File: src/rtl/irq_encoder16_if.sv
// Bus between the 16-source interrupt encoder and its host.
// The host drives requests, mask writes and ack. The encoder returns the vector and its status.
interface irq_encoder16_if;
    logic [15:0] irq_in;
    logic        mask_we;
    logic [15:0] mask_wdata;
    logic        ack;
    logic        valid;
    logic [3:0]  vec;
    logic [15:0] pending;
    logic [15:0] mask;

    modport master (
        output irq_in, mask_we, mask_wdata, ack,
        input  valid, vec, pending, mask
    );

    modport slave (
        input  irq_in, mask_we, mask_wdata, ack,
        output valid, vec, pending, mask
    );
endinterface

File: src/rtl/irq_encoder16.sv
// 16-source interrupt encoder. It captures rising edges into pending bits, masks them,
// and presents the lowest pending index to the CPU with a valid/ack handshake.
module irq_encoder16 #(
    parameter logic [15:0] DEFAULT_MASK = 16'hFFFF
) (
    input  logic           clk,
    input  logic           rst,
    irq_encoder16_if.slave bus
);

    typedef enum logic {IDLE, PRESENT} state_t;

    state_t      state, state_next;
    logic [15:0] irq_prev;
    logic [15:0] pending_q;
    logic [15:0] mask_q;
    logic [3:0]  vec_q;

    logic [15:0] edges;
    logic [15:0] eligible;
    logic [15:0] clear;
    logic        vec_load;
    logic        ack_clear;

    function automatic logic [3:0] lowest_set(input logic [15:0] v);
        lowest_set = 4'h0;
        for (int i = 15; i >= 0; i--)
            if (v[i]) lowest_set = 4'(i);
    endfunction

    assign edges    = bus.irq_in & ~irq_prev;
    assign eligible = pending_q & mask_q;
    assign clear    = ack_clear ? (16'h0001 << vec_q) : 16'h0000;

    // NOTE: every signal written here gets a default first, so no path can infer a latch.
    always_comb begin
        state_next = state;
        vec_load   = 1'b0;
        ack_clear  = 1'b0;
        unique case (state)
            IDLE: begin
                if (|eligible) begin
                    state_next = PRESENT;
                    vec_load   = 1'b1;
                end
            end
            PRESENT: begin
                if (bus.ack) begin
                    state_next = IDLE;
                    ack_clear  = 1'b1;
                end
            end
            default: state_next = IDLE;
        endcase
    end

    // NOTE: sequential state uses non-blocking assignments only, so every register sees pre-edge values.
    always_ff @(posedge clk) begin
        irq_prev <= bus.irq_in;
        if (rst) begin
            state     <= IDLE;
            pending_q <= 16'h0000;
            mask_q    <= DEFAULT_MASK;
            vec_q     <= 4'h0;
        end else begin
            state <= state_next;
            // If a new edge and an ack hit the same bit together, the set wins so the request is not lost.
            pending_q <= (pending_q & ~clear) | edges;
            if (bus.mask_we) mask_q <= bus.mask_wdata;
            if (vec_load)    vec_q  <= lowest_set(eligible);
        end
    end

    assign bus.valid   = (state == PRESENT);
    assign bus.vec     = vec_q;
    assign bus.pending = pending_q;
    assign bus.mask    = mask_q;

endmodule

File: src/flat_wrapper.sv
// flat-port wrapper written by rule: the top's interface ports become plain ports
module irq_encoder16_flat 
#(
    parameter logic [15:0] DEFAULT_MASK = 16'hFFFF
)
  (clk, rst, bus_irq_in, bus_mask_we, bus_mask_wdata, bus_ack, bus_valid, bus_vec, bus_pending, bus_mask);
  irq_encoder16_if bus_i ();
  input  logic clk;
  input  logic rst;
  input wire logic [$bits(bus_i.irq_in)-1:0] bus_irq_in;
  input wire logic [$bits(bus_i.mask_we)-1:0] bus_mask_we;
  input wire logic [$bits(bus_i.mask_wdata)-1:0] bus_mask_wdata;
  input wire logic [$bits(bus_i.ack)-1:0] bus_ack;
  output wire logic [$bits(bus_i.valid)-1:0] bus_valid;
  output wire logic [$bits(bus_i.vec)-1:0] bus_vec;
  output wire logic [$bits(bus_i.pending)-1:0] bus_pending;
  output wire logic [$bits(bus_i.mask)-1:0] bus_mask;
  assign bus_i.irq_in = bus_irq_in;
  assign bus_i.mask_we = bus_mask_we;
  assign bus_i.mask_wdata = bus_mask_wdata;
  assign bus_i.ack = bus_ack;
  assign bus_valid = bus_i.valid;
  assign bus_vec = bus_i.vec;
  assign bus_pending = bus_i.pending;
  assign bus_mask = bus_i.mask;
  irq_encoder16 #(.DEFAULT_MASK(DEFAULT_MASK)) u_core (.clk(clk), .rst(rst), .bus(bus_i));
endmodule
File: config.mk
export PLATFORM = sky130hd
export DESIGN_NAME = irq_encoder16_flat
export DESIGN_NICKNAME = d
export VERILOG_FILES = /design/src/rtl/irq_encoder16_if.sv /design/src/rtl/irq_encoder16.sv /design/src/flat_wrapper.sv
export SDC_FILE = /design/constraint.sdc
export NUM_CORES = 1
export LEC_CHECK = 0
export CAP_MARGIN = 40
export CORE_MARGIN = 4
export CORE_UTILIZATION = 45
export DETAILED_ROUTE_END_ITERATION = 8
export GPL_ROUTABILITY_DRIVEN = 0
export PLACE_DENSITY = 0.82
export SYNTH_ARGS = -nofsm -noshare
export SYNTH_HDL_FRONTEND = slang
export SYNTH_SLANG_ARGS = --single-unit
File: constraint.sdc
create_clock -name clk -period 3.45 [get_ports clk]
set_input_delay 0.69 -clock clk [delete_from_list [all_inputs] [get_ports clk]]
set_output_delay 0.69 -clock clk [all_outputs]
set_load 0.03 [all_outputs]
# [Yosys cells after proc, flatten, opt, wreduce, memory -nomap -nowiden]
# Index checks and enable logic that the tools add are counted.
[classes] n_bitwise=7 reduce_logical=1 addsub=0 n_shift=1 order_cmp=0 multipliers=0 div=0 n_mux=23 eq_ne=0
[op_table] cell="two-way mux 4 bit" count=16
[op_table] cell="bitwise AND 16 bit" count=3
[op_table] cell="inverter 16 bit" count=2
[op_table] cell="two-way mux 16 bit" count=1
[op_table] cell="OR 16 bit" count=1
[op_table] cell="OR reduction 16 bit" count=1
[op_table] cell="left shift 1 x 4 -> 16 bit, first input constant" count=1
[op_table] cell="two-way mux 1 bit" count=5
[op_table] cell="case mux 1 bit (2 select lines)" count=1
[op_table] cell="inverter 1 bit" count=1
[totals] n_memories=0 latch_bits=0 mem_bits_rw=0 in_bits=36 rom_bits=0 ff_bits=53 word_cells=37 output_inout_bits=37

# [Depth between registers and ports, before layout]
# Gate-level depths: netlist (run 1).
[depth] word_depth=17 depth_mapped=6

# [Worst setup path before layout (run 1)]
# No wires, ideal clock.
[synth_timing] path_kind="register to register" startpoint="register u_core.state, in the netlist u_core.bus.valid" endpoint="register u_core.pending_q[0], in the netlist u_core.bus.pending[0]" stages_incl_launch_ff=6 setup_time_ns=0.134 arrival_time_ns=1.342 setup_slack_ns=1.974 t_required_ns=3.316 cell_sequence="dfxtp_1 > buf_2 > nand2_1 > or3_1 > o21ai_0 > a21oi_1"
[synth_between] elab_chain_cells=5
[synth_lines] element="start: declaration" line="irq_encoder16.sv:13" rtl="state_t state, state_next;"
[synth_lines] element="start signal: assignment" line="irq_encoder16.sv:66" rtl="state <= state_next;"
[synth_lines] element="two-way mux 1 bit" line="irq_encoder16.sv:40" rtl="unique case (state)"
[synth_lines] element="two-way mux 16 bit" line="irq_encoder16.sv:33" rtl="assign clear = ack_clear ? (16'h0001 << vec_q) : 16'h0000;"
[synth_lines] element="inverter 16 bit" line="irq_encoder16.sv:68" rtl="pending_q <= (pending_q & ~clear) | edges;"
[synth_lines] element="bitwise AND 16 bit" line="irq_encoder16.sv:68"
[synth_lines] element="OR 16 bit" line="irq_encoder16.sv:68"
[synth_lines] element="end signal: assignment" line="irq_encoder16.sv:68"
[synth_lines] element="end: declaration" line="irq_encoder16.sv:15" rtl="logic [15:0] pending_q;"
# No other way between the ends.
# A chain may end at the register's enable or synchronous reset.

# [Final worst setup path (run 1)]
[layout_timing] startpoint="register u_core.state, in the netlist u_core.bus.valid" endpoint="output bus_valid"
[layout_rtl] element="end: declaration" line="flat_wrapper.sv:14" rtl="output wire logic [$bits(bus_i.valid)-1:0] bus_valid;"
# No word-level cell between the ends.

==> results of run 1 <==
==> synthesized netlist by cell type, drive strengths merged <==
cell	n	share of area
a211o	16	0.069
a21oi	21	0.054
a22o	2	0.0093
a22oi	9	0.052
a31oi	3	0.0093
a32o	3	0.015
a41oi	2	0.0087
buf	4	0.0099
clkbuf	4	0.0074
dfxtp	53	0.53
inv	1	0.0019
nand2	17	0.032
nand2b	19	0.059
nand3	1	0.0025
nand4	3	0.012
nor2	5	0.0093
nor2b	16	0.050
nor3	2	0.0050
o2111ai	1	0.0043
o211ai	1	0.0062
o21ai	17	0.042
o31a	1	0.0043
o41a	1	0.0056
or2	1	0.0031
or3	1	0.0031
==> worst max-delay path by stage <==
stage | startpoint | to | slack (ns)
5_1_grt | u_core.bus.valid | bus_valid | 1.13
4_1_cts | u_core.bus.valid | bus_valid | 1.19
2_1_floorplan | u_core.bus.valid | u_core.bus.pending[0] | 1.97
6_report | u_core.bus.valid | bus_valid | 1.19
3_5_place_dp | rst | u_core.bus.pending[15] | 1.16
3_3_place_gp | bus_mask_we | u_core.bus.mask[9] | 1.18
==> cells in the final DEF, fill, tap and decap left out, types with 2 or more instances in the layout <==
cell type | Yosys | layout
a21oi_1 | 20 | 20
nor2b_1 | 16 | 16
nand4_1 | 2 | 2
a22oi_1 | 5 | 5
a22oi_2 | 2 | 2
clkdlybuf4s50_1 | 0 | 72
nand2b_1 | 19 | 19
dfxtp_1 | 53 | 53
a22oi_4 | 2 | 2
nor2_1 | 5 | 5
a32o_1 | 3 | 3
a41oi_1 | 2 | 2
a31oi_1 | 3 | 3
nor3_1 | 2 | 2
clkbuf_8 | 0 | 5
o21ai_0 | 17 | 17
a211o_1 | 16 | 16
nand2_1 | 17 | 17
==> logic make-up after synthesis <==
group,share of synthesized area
AOI/OAI and AO/OA,0.280
buffers and inverters,0.0192
and+or+nand+nor,0.175
DFF,0.525
==> power by group <==
| group | switching [mW] | total (mW) | internal, mW |
|---|---|---|---|
| combinational | 0.158 | 0.310 | 0.153 |
| clock | 0.211 | 0.355 | 0.144 |
| sequential | 0.0493 | 0.704 | 0.655 |
| total | 0.418 | 1.37 | 0.952 |
==> registers in the layout (all words and copies together) (netlist names) <==
name	flops
u_core.bus.mask	16
u_core.bus.pending	16
u_core.irq_prev	16
u_core.bus.vec	4
u_core.bus.valid	1
==> stage by stage <==
step                      power [mW]  setup WS, ns  instance area (sq um)  utilization  std cells
after detailed placement        1.03          1.16                   2790        0.641        322
after global routing            1.43          1.13                   2880        0.662        330
final                           1.37          1.19                   2880        0.662        330
after CTS                       1.38          1.19                   2880        0.662        330
after floorplan                0.885          1.97                   2020            -        204
after global placement          1.02          1.18                   2780        0.638        321
==> cell type report <==
cell class              count  area [sq um]
multi-input cells         142           920
clock inverters             3          21.3
fillers                   356          1470
flip-flops and latches     53          1060
well taps                  52          65.1
clock buffers               5          68.8
repair buffers             74           743
inverters                   1          3.75
==> metal layers <==
layer	vias to the layer above	GRT usage
li1	890	-
met1	820	0.228
met2	67	0.291
met3	7	0.0547
met4	0	0.0593
met5	-	0
==> impl_metrics.yaml, run 1 <==
outcome:
  status: "finished, final reports clean"
placement:
  dp_hpwl_microns: 3830
  io_buffers: 72
drt:
  vias_per_cell: 5.41
  wirelength_microns: 5040
  drc: 0
  drt-pass1-iter-count: 4
  ant_nets: 0
  routed.top_layer: "met4"
  drt_iter0_drc: 101
  wire_per_inst_microns: 15.3
  m1WireLength_microns: 2240
  met3_length_microns: 414
  vias: 1784
  met2_wirelength_microns: 2330
setup_path:
  cp_max_fo: 10
  r2r_cells: 5
  path_cells: "clkdlybuf4s50_1"
  path_class: "reg2out"
  critPathLaunchType: "flop"
  cp.required_ns: 2.76
  slowest_delay_ns: 0.75
  reg2reg_from: "u_core.bus.pending[3]"
  path_buf_inv: 1
  cp.arrival_ns: 1.57
  endpoint_kind: "primary output"
  r2r_end: "u_core.bus.vec[0]"
  cp.depth: 1
  worst_path_max_delay_cell: "clkdlybuf4s50_1"
  reg2reg_slack_ns: 1.94
  crit_family: "buffers and inverters"
grt:
  gr-usage-all-layers: 0.180
  grt_max_degree: 28
  antenna_found_initial: 0
  grt_pass1_wl_microns: 7570
  overflow: 0
  grt_pass1_vias: 1636
pwr:
  p_per_area_mw_per_mm2: 475
  peakVddDrop_v: 0.000306
  p_leak_nw: 1.09
yosys:
  syn_area_per_cell_sq_um: 9.90
  synth.distinct_cells: 30
  syn_nets: 240
  synth_cells: 204
  syn_area_sq_mm: 0.00202
  synth-seq-cells: 53
  synth_warnings: 0
  yosysSeqAreaShare: 0.525
worst_hold_path:
  hold_start: "u_core.irq_prev[2]"
  holdCritPathClass: "reg2reg"
  worstHoldPathCells: 2
  min_to: "u_core.bus.pending[2]"
clock_tree:
  numClockSinks: 53
  cts_buffers: 5
  h-tree-depth: 2
  post_cts_resize_count: 0
  cts_buffer_depth: 2
  post_cts_buffers: 0
  cts-hold-fix-buffers: 0
  clkLatencyLatePin_ns: 0.31
  cts.clk_slew.worst_paths_ns: 0.10
  cts_tree: "done"
  root_buffer: "clkbuf_8"
floorplan:
  dieWidth_microns: 75.0
  initial_utilization: 0.464
  ioPinCount: 73
  rows: 24
  dieArea_sq_mm: 0.00562
  core_sq_mm: 0.00435
  die_h_microns: 75.0
sta:
  fin_crit_sh: 0.655
  clock_skew_ns: 0.00838
  relSlewSlack: 0.384
  hold_viol: 0
  setup_viol: 0
  rsz0062_at_grt: "false"
  holdWs_ns: 0.484
  tightest_slew_ns: 0.920
  period_needed_ns: 2.26
  maxSlewViolCount: 0
  setup_tns_ns: 0
  fmax_mhz: 443
finish:
  n_antenna_cell: 0
  nets: 313
  layout-drive-gt1-share: 0.0683
  syn_to_final_growth_pct: 42.8
flow_run:
  cap_violations: 0
Power figures use the tool's default switching activity.
==> run 2: changes to the inputs <==
Settings changed: CORE_UTILIZATION 45 to 40, PLACE_DENSITY 0.82 to 0.77.
Clock period 3.45 ns to 2 ns, I/O delays scaled along.
==> run 2 against run 1 <==
Net effect: hold slack gained 0.0013 ns; worst setup slack got worse by 1.1 ns; clock power grew 110%; combinational power up 73%; first-iteration DRC count up 18%; global-route usage shrank 0.34 points.
==> impl_metrics.yaml, run 2 (synthesis results as in run 1) <==
setup_path:
  cp.arrival_ns: 1.53
  worst_path_max_delay_cell: "clkdlybuf4s50_1"
  r2r_end: "u_core.bus.vec[0]"
  reg2reg_slack_ns: 0.54
  path_buf_inv: 1
  critPathLaunchType: "flop"
  path_class: "reg2out"
  slowest_delay_ns: 0.73
  cp.depth: 1
  cp_max_fo: 6
  crit_family: "buffers and inverters"
  reg2reg_from: "u_core.bus.pending[3]"
  path_cells: "clkdlybuf4s50_1"
  r2r_cells: 5
  endpoint_kind: "primary output"
  cp.required_ns: 1.60
outcome:
  status: "finished, final reports clean"
finish:
  n_antenna_cell: 0
  layout_commonest_cell: "clkdlybuf4s50_1"
  nFillCells: 446
  nets: 313
  fin_util: 0.610
  finish.instance_area_sq_mm: 0.00294
  layout-drive-gt1-share: 0.0683
  multi_input_area_sq_um: 920
  mostFrequentLayoutCells: "clkdlybuf4s50_1 (71), dfxtp_1 (53), a21oi_1 (20)"
  seqCellArea_sq_mm: 0.00106
  syn_to_final_growth_pct: 45.5
sta:
  rsz0062_at_grt: "false"
  fmax_mhz: 519
  setup_viol: 0
  relSlewSlack: 0.737
  holdWs_ns: 0.485
  hold_viol: 0
  period_needed_ns: 1.93
  maxSlewViolCount: 0
  tightest_slew_ns: 0.395
  fin_crit_sh: 0.963
  clock_skew_ns: 0.00536
  setup_tns_ns: 0
drt:
  wirelength_microns: 5270
  met2_wirelength_microns: 2430
  vias_per_cell: 5.17
  met3_length_microns: 385
  vias: 1783
  drc: 0
  m1WireLength_microns: 2360
  drt-pass1-iter-count: 4
  ant_nets: 0
  wire_per_inst_microns: 15.3
  drt_iter0_drc: 119
  routed.top_layer: "met4"
clock_tree:
  numClockSinks: 53
  cts_buffers: 5
  clkLatencyLatePin_ns: 0.31
  cts-hold-fix-buffers: 0
  cts_tree: "done"
  cts_buffer_depth: 2
  h-tree-depth: 2
  root_buffer: "clkbuf_8"
  cts.clk_slew.worst_paths_ns: 0.09
worst_hold_path:
  worstHoldPathCells: 2
  hold_start: "u_core.irq_prev[12]"
  min_to: "u_core.bus.pending[12]"
  holdCritPathClass: "reg2reg"
pwr:
  p_per_area_mw_per_mm2: 854
  p_leak_nw: 1.11
  peakVddDrop_v: 0.000537
grt:
  grt_pass1_vias: 1714
  gr-usage-all-layers: 0.176
  grt_max_degree: 38
  overflow: 0
  grt_pass1_wl_microns: 8490
  antenna_found_initial: 0
floorplan:
  die_h_microns: 79.1
  ioPinCount: 73
  dieArea_sq_mm: 0.00625
  initial_utilization: 0.419
  core_sq_mm: 0.00482
  rows: 25
  dieWidth_microns: 79.1
flow_run:
  cap_violations: 0
placement:
  io_buffers: 72
  dp_hpwl_microns: 3830
  placed_area_sq_mm: 0.00282
run 2: cell count changes in the layout (fill, tap and decap cells not counted), sizes merged:
cell,previous run,this run
inv,2,1
bufinv,0,1
clkinv,1,0
dlymetal6s2s,0,1
clkbuf,5,6
clkdlybuf4s50,72,71
run 2: worst max path at each step:
stage | from | slack, ns | end
2_1_floorplan | u_core.bus.valid | 0.52 | u_core.bus.pending[0]
3_3_place_gp | bus_ack | 0.26 | u_core.bus.pending[0]
3_5_place_dp | bus_ack | 0.22 | u_core.bus.pending[3]
4_1_cts | u_core.bus.valid | 0.03 | bus_valid
5_1_grt | u_core.bus.mask[7] | 0.02 | bus_mask[7]
6_report | u_core.bus.vec[2] | 0.07 | bus_vec[2]
run 2: worst reg2reg max path: stages, from the launching register on:
cell and delay (ns):
dfxtp_1 0.35, a22oi_1 0.37, nand2_1 0.16, o31a_1 0.33
nand4_1 0.08, a21oi_1 0.06
run 2: repair_timing:
action / 4_1_cts / 5_1_grt
buffers inserted: 0 / 0
gates resized for setup: 0 / 1
endpoints found under the setup margin: 0 / 1
run 2: report_power, final:
| group | switching (mW) | total, mW | internal, mW |
|---|---|---|---|
| sequential | 0.0876 | 1.22 | 1.13 |
| combinational | 0.273 | 0.537 | 0.264 |
| clock | 0.349 | 0.756 | 0.407 |
| total | 0.710 | 2.51 | 1.80 |
run 2: layout make-up:
type / instances / area share
sequential: 53 / 0.361
multi-input combinational: 142 / 0.313
timing repair buffer: 74 / 0.255
tap: 67 / 0.0285
clock buffer: 6 / 0.0281
clock inverter: 2 / 0.0128
inverter: 1 / 0.00128
run 2: per-layer routing:
metal  GRT usage  vias to the layer above
li1            -                      890
met1       0.216                      832
met2       0.283                       52
met3      0.0624                        9
met4      0.0687                        0
met5           0                        -
run 2: stage by stage:
stage                     std cells  setup slack, ns  total power, mW
after detailed placement        337            0.221             1.78
final                           345           0.0748             2.51
after floorplan                 204            0.524             1.53
after global routing            345           0.0167             2.63
after global placement          337            0.257             1.77
after CTS                       345           0.0261             2.53
==> run 3: changes to the inputs <==
Settings changed: TNS_END_PERCENT from default to 20.
==> results of run 3 <==
Same layout as run 2: the final DEF is identical, and so are final timing and power.
